File: src/rtl/ascon_perm_ctrl.sv
// Round sequencer for an external combinational Ascon-p datapath: accepts a 320-bit state,
// iterates it through rounds S..11 (UROL rounds per clock) and hands the result back.
module ascon_perm_ctrl #(
    parameter int UROL = 1
) (
    input  logic        clk,
    input  logic        rst,
    input  logic        in_valid_i,
    output logic        in_ready_o,
    input  logic [1:0]  rounds_i,
    input  logic [63:0] x0_i,
    input  logic [63:0] x1_i,
    input  logic [63:0] x2_i,
    input  logic [63:0] x3_i,
    input  logic [63:0] x4_i,
    output logic        out_valid_o,
    input  logic        out_ready_i,
    output logic [63:0] x0_o,
    output logic [63:0] x1_o,
    output logic [63:0] x2_o,
    output logic [63:0] x3_o,
    output logic [63:0] x4_o,
    output logic [3:0]  perm_round_cnt_o,
    output logic [63:0] perm_x0_o,
    output logic [63:0] perm_x1_o,
    output logic [63:0] perm_x2_o,
    output logic [63:0] perm_x3_o,
    output logic [63:0] perm_x4_o,
    input  logic [63:0] perm_x0_i,
    input  logic [63:0] perm_x1_i,
    input  logic [63:0] perm_x2_i,
    input  logic [63:0] perm_x3_i,
    input  logic [63:0] perm_x4_i,
    output logic        busy_o
);

    localparam logic [3:0] STEP      = 4'(UROL);
    localparam logic [3:0] LAST_CNT  = 4'd12;

    typedef enum logic [1:0] {
        ST_IDLE,
        ST_BUSY,
        ST_DONE
    } fsm_t;

    fsm_t         fsm_q, fsm_d;
    logic [319:0] state_q, state_d;
    logic [3:0]   cnt_q, cnt_d;
    logic         out_valid_q, out_valid_d;
    logic         busy_q, busy_d;

    logic [319:0] in_state;
    logic [319:0] perm_state;
    logic         accept;
    logic [3:0]   cnt_step;

    assign in_state   = {x4_i, x3_i, x2_i, x1_i, x0_i};
    assign perm_state = {perm_x4_i, perm_x3_i, perm_x2_i, perm_x1_i, perm_x0_i};

    // First round index so that the tail of the 12-round constant schedule is used.
    function automatic logic [3:0] start_idx(input logic [1:0] sel);
        case (sel)
            2'd1:    return 4'd4;
            2'd2:    return 4'd6;
            default: return 4'd0;
        endcase
    endfunction

    assign in_ready_o = (fsm_q == ST_IDLE) | ((fsm_q == ST_DONE) & out_ready_i);
    assign accept     = in_valid_i & in_ready_o;
    assign cnt_step   = cnt_q + STEP;

    always_comb begin
        fsm_d   = fsm_q;
        state_d = state_q;
        cnt_d   = cnt_q;
        case (fsm_q)
            ST_BUSY: begin
                state_d = perm_state;
                cnt_d   = cnt_step;
                if (cnt_step == LAST_CNT) begin
                    fsm_d = ST_DONE;
                end
            end
            default: begin
                if (accept) begin
                    state_d = in_state;
                    cnt_d   = start_idx(rounds_i);
                    fsm_d   = ST_BUSY;
                end else if ((fsm_q == ST_DONE) && out_ready_i) begin
                    fsm_d = ST_IDLE;
                end
            end
        endcase
        out_valid_d = (fsm_d == ST_DONE);
        busy_d      = (fsm_d == ST_BUSY);
    end

    always_ff @(posedge clk) begin
        if (rst) begin
            fsm_q       <= ST_IDLE;
            state_q     <= '0;
            cnt_q       <= '0;
            out_valid_q <= 1'b0;
            busy_q      <= 1'b0;
        end else begin
            fsm_q       <= fsm_d;
            state_q     <= state_d;
            cnt_q       <= cnt_d;
            out_valid_q <= out_valid_d;
            busy_q      <= busy_d;
        end
    end

    assign out_valid_o      = out_valid_q;
    assign busy_o           = busy_q;
    assign perm_round_cnt_o = cnt_q;

    assign x0_o = state_q[63:0];
    assign x1_o = state_q[127:64];
    assign x2_o = state_q[191:128];
    assign x3_o = state_q[255:192];
    assign x4_o = state_q[319:256];

    assign perm_x0_o = state_q[63:0];
    assign perm_x1_o = state_q[127:64];
    assign perm_x2_o = state_q[191:128];
    assign perm_x3_o = state_q[255:192];
    assign perm_x4_o = state_q[319:256];

    // Start indices are multiples of UROL, so the counter lands exactly on 12.
    cnt_bound_a: assert property (@(posedge clk) disable iff (rst) cnt_q <= LAST_CNT);
    urol_legal_a: assert property (@(posedge clk) (UROL == 1) || (UROL == 2));

endmodule

File: config.mk
export PLATFORM = sky130hd
export DESIGN_NAME = ascon_perm_ctrl
export DESIGN_NICKNAME = d
export VERILOG_FILES = /design/src/rtl/ascon_perm_ctrl.sv
export SDC_FILE = /design/constraint.sdc
export NUM_CORES = 1
export LEC_CHECK = 0
export ABC_AREA = 1
export BUFFER_PORTS_ARGS = -buffer_cell sky130_fd_sc_hd__buf_4
export CORE_AREA = 2 2 499 501
export DETAILED_ROUTE_END_ITERATION = 10
export DIE_AREA = 0 0 501 503
export PLACE_DENSITY = 0.3
export SYNTH_ARGS = -nofsm -noshare
export SYNTH_HDL_FRONTEND = slang
export SYNTH_SLANG_ARGS = --single-unit
File: constraint.sdc
create_clock -name clk -period 3.44 [get_ports clk]
set_input_delay 0.172 -clock clk [delete_from_list [all_inputs] [get_ports clk]]
set_output_delay 0.172 -clock clk [all_outputs]
set_load 0.01 [all_outputs]
# Word level (Yosys, flattened, before mapping)
# Index checks and enable logic that the tools add are counted.
# totals
output_inout_bits	647
regBits	328
in_bits	646
elab_cells	28
# classes
reduce_logical	3
muxes	9
n_eq_ne	7
n_addsub	1
bitwise_logic	3
# op_table
op	n
$mux 320	2
$mux 2	4
$mux 4	2
$eq 2x1->1 const B	3
$eq 2x2->1 const B	3
$pmux 3 s2	1
$add 4x1->4 const B	1
$eq 4x4->1 const B	1
$and 1x1->1	2
$logic_not 2->1	1
$reduce_bool 2->1	1
$logic_and 1x1->1	1
$or 1x1->1	1

# Depth between registers and ports, before layout
# logic_depth
word_depth	7
depth_mapped	9
mapped_depth_nobuf	8

# Least setup slack after synthesis
# OpenSTA, ideal clock, no wires.
# synth_path
kind	reg2reg
startpoint	register fsm_q[0]
endpoint	register state_q[243]
setup_time_ns	0.070
required_ns	3.370
setup_slack_ns	2.041
synth_period_minus_slack_ns	1.399
path_stages_with_launch	8
n_path_buf	2
t_arrival_ns	1.329
path_cell_list	dfxtp_1 > inv_2 > nand2_1 > a21oi_2 > buf_2 > clkbuf_1 > nand2_1 > a21oi_1
# synth_between
elab_chain_len	5
word_cells_on_any_way	8
cone_classes	eq/ne: 2; mux: 1; bitwise: 3; reduce/logical: 2
# synth_rtl
element	line	source
from (decl)	46	fsm_t fsm_q, fsm_d;
from (signal assigned)	107	fsm_q <= fsm_d;
$eq 2x2->1	69	assign in_ready_o = (fsm_q == ST_IDLE) | ((fsm_q == ST_DONE) & out_ready_i);
$and 1x1->1	69	
$or 1x1->1	69	
$and 1x1->1	70	assign accept = in_valid_i & in_ready_o;
$reduce_bool 2->1 (no source line)	--	
to (signal assigned)	108	state_q <= state_d;
to (decl)	47	logic [319:0] state_q, state_d;
# Parallel ways exist; a longest one is shown, timed or not.
# A chain may end at the register's enable or synchronous reset.

# Worst setup path in the final report
# layout_path
startpoint	register fsm_q[0]
endpoint	register state_q[300]
# Same word-level chain as after synthesis.

==> impl_metrics.env <==
export IMPL_drv_slew=0
export IMPL_maxCapViolCount=0
export IMPL_synth_adder_area_share_pct=0.1416
export IMPL_timing_fmax_ghz=0.3211
export IMPL_dr_wl_met3_um=25740
export IMPL_synth_area_top_cells="dfxtp_1 37%, nand2_1 34%, buf_4 14%"
export IMPL_p_leak_uw=0.01776
export IMPL_rows=183
export IMPL_num_io_pins=1293
export IMPL_design_core_area_sq_um=247100
export IMPL_drive_gt1_share_pct=32.30
export IMPL_ff2ff_path_depth=9
export IMPL_nets=4995
export IMPL_hold_violations=0
export IMPL_drc_errors=0
export IMPL_wl_met2_um=89570
export IMPL_layout_commonest_cell="nand2_1"
export IMPL_post_route_period_util_pct=90.52
export IMPL_critPathMaxFanout=88
export IMPL_wire_per_inst_um=25.54
export IMPL_die_h_um=503
export IMPL_grt_pass1_vias=24372
export IMPL_numCtsBuffers=52
export IMPL_antenna_found_initial=145
export IMPL_synth_simple_area_share_pct=34.80
export IMPL_grt_max_degree=102
export IMPL_relSlewSlack_pct=42.11
export IMPL_synthMuxAreaShare_pct=0
export IMPL_finalSetupViolCount=0
export IMPL_cts_htree_levels=2
export IMPL_cts_sinks=328
export IMPL_post_route_min_period_ns=3.114
export IMPL_synth_compound_area_share_pct=9.298
export IMPL_drt_first_pass_iters=7
export IMPL_dr_max_layer_used="met5"
export IMPL_cts_root_buf="clkbuf_16"
export IMPL_hp_class="in2reg"
export IMPL_port_buffers=1292
export IMPL_synth_cells=2799
export IMPL_finalWorstSetupSlack_ns=0.3261
export IMPL_grt_usage_pct=14.73
export IMPL_startpoint="fsm_q[0]$_SDFF_PP0_"
export IMPL_vias=24651
export IMPL_worstMarginPinSlew_ns=0.8683
export IMPL_cts_tree="built"
export IMPL_wl_um=195600
export IMPL_tns_ns=0
export IMPL_grt_pass1_wl_um=244600
export IMPL_cts_setup_buffers=0
export IMPL_cts_repair_resize_count=0
export IMPL_viasPerCell=3.219
export IMPL_arrival_ns=3.74
export IMPL_synth_top_family_by_area="simple AND/OR/NAND/NOR gates"
export IMPL_start_util_pct=7.152
export IMPL_m1WireLength_um=73770
export IMPL_syn_nets=3447
export IMPL_area_delta_synth_final_pct=111.2
export IMPL_power_density_nw_per_um2=403.6
export IMPL_preCtsSetupSlack_ns=1.061
export IMPL_clk_latency_ns=0.68
export IMPL_synthXorXnorAreaFrac_pct=0
export IMPL_worstSetupEndpointType="flip-flop"
export IMPL_die_area_sq_um=252000
export IMPL_clockBufferDepth=3
export IMPL_mostFrequentLayoutCells="1,620 x nand2_1, 1,304 x buf_4, 664 x dlygate4sd3_1"
export IMPL_hp_start="x1_i[60]"
export IMPL_yosysUniqueCellTypes=18
export IMPL_ys_seq_elements=328
export IMPL_die_x_um=501
export IMPL_clkTransAtPathRegs_ns=0.06
export IMPL_crit_type="reg2reg"
export IMPL_routabilityCongestion=0.8695
export IMPL_status="complete, no violations"
export IMPL_overflow=0
export IMPL_power_uw=15060
export IMPL_ant_nets=0
export IMPL_required_ns=4.07
export IMPL_holdPathStages=5
export IMPL_synth_top_area_share_pct=37.16
export IMPL_ir_drop_mv=0.3273
export IMPL_yosys_area_top_type="dfxtp_1"
export IMPL_ys_seq_area_share_pct=37.16
export IMPL_rsz0062_at_grt="no"
export IMPL_crit_path_start_kind="flip-flop"
export IMPL_skew_ns=0.02420
export IMPL_timing_hold_ws_ns=0.02094
export IMPL_cts_hold_buf=664
export IMPL_syn_area_per_cell_sq_um=6.313
export IMPL_hpwl_um=164500
export IMPL_drt_iter0_drc=1317
export IMPL_r2r_start="fsm_q[0]$_SDFF_PP0_"
export IMPL_yosysWarnings=0
export IMPL_synth_cell_area_sq_um=17670
==> sequential cells by signal, indices dropped and copies added, names as in the netlist <==
name,count
busy_o,1
fsm_q,2
out_valid_o,1
perm_round_cnt_o,4
state_q,320
==> path summary, 6_finish.rpt <==
check	endpoint	slack (ns)
setup / recovery	state_q[300]$_SDFFE_PP0P_	0.33
setup reg to reg	state_q[300]$_SDFFE_PP0P_	0.33
hold / removal	state_q[124]$_SDFFE_PP0P_	0.02
hold reg to reg	state_q[124]$_SDFFE_PP0P_	0.48
==> synthesized netlist by cell type <==
cell and count:
nand2_1 1620, nand2_2 2, ha_1 2, buf_2 91, o21ai_0 1, inv_1 10
clkbuf_1 65, a21oi_1 324, nand4_1 1, nand3_1 5, inv_2 2, nor2_2 1
a21oi_2 1, nor2_1 5, buf_4 337, o21bai_1 1, buf_1 3, dfxtp_1 328
==> critical path, stage by stage (launching register included) <==
cell           delay (ns)
dfxtp_1              0.50
inv_2                0.10
nor2_4               0.38
buf_12               0.39
nand2_1              0.15
nand2_1              0.09
dlygate4sd3_1        0.56
nand2_1              0.06
a21oi_1              0.14
dlygate4sd3_1        0.56
==> cells by family (layout without fill, tap and decap cells) <==
| family | Yosys count | after routing |
|---|---|---|
| AND/OR/NAND/NOR | 1634 | 1634 |
| flip-flops | 328 | 328 |
| buffers and inverters | 508 | 2099 |
| adder cells (fa/ha/maj) | 2 | 2 |
| AO/OA/AOI/OAI | 327 | 327 |
| other | 0 | 31 |
==> routing by layer <==
| metal | vias to the layer above | global-route usage [%] |
|---|---|---|
| met1 | 11526 | 16.12 |
| met2 | 1255 | 24.25 |
| met5 | - | 0 |
| met3 | 301 | 8.235 |
| met4 | 84 | 4.213 |
| li1 | 11485 | - |
==> layout make-up <==
type	count	area, sq um
timing repair buffer	1990	16870
fill	28751	209700
inverter	12	45.04
sequential	328	6566
clock buffer	82	1615
tap	3237	4050
multi-input combinational	1963	7858
clock inverter	15	226.5
antenna	31	77.57
==> per-stage QoR <==
step / cell area, sq um / utilization [%] / std cells
finish: 37310 / 15.10 / 7658
global route: 37260 / 15.08 / 7637
CTS: 37230 / 15.07 / 7627
detailed placement: 28740 / 11.63 / 6866
global placement: 28740 / 11.63 / 6866
floorplan: 17670 / - / 2799
==> where the power goes <==
part           switching (uW)  leakage [uW]  internal [uW]
Combinational            2400        0.0142           2280
Sequential                351       0.00271           4110
Clock                    2350      0.000896           3580
Total                    5100        0.0178           9960
Note: power is estimated with default switching activity, not from simulation.
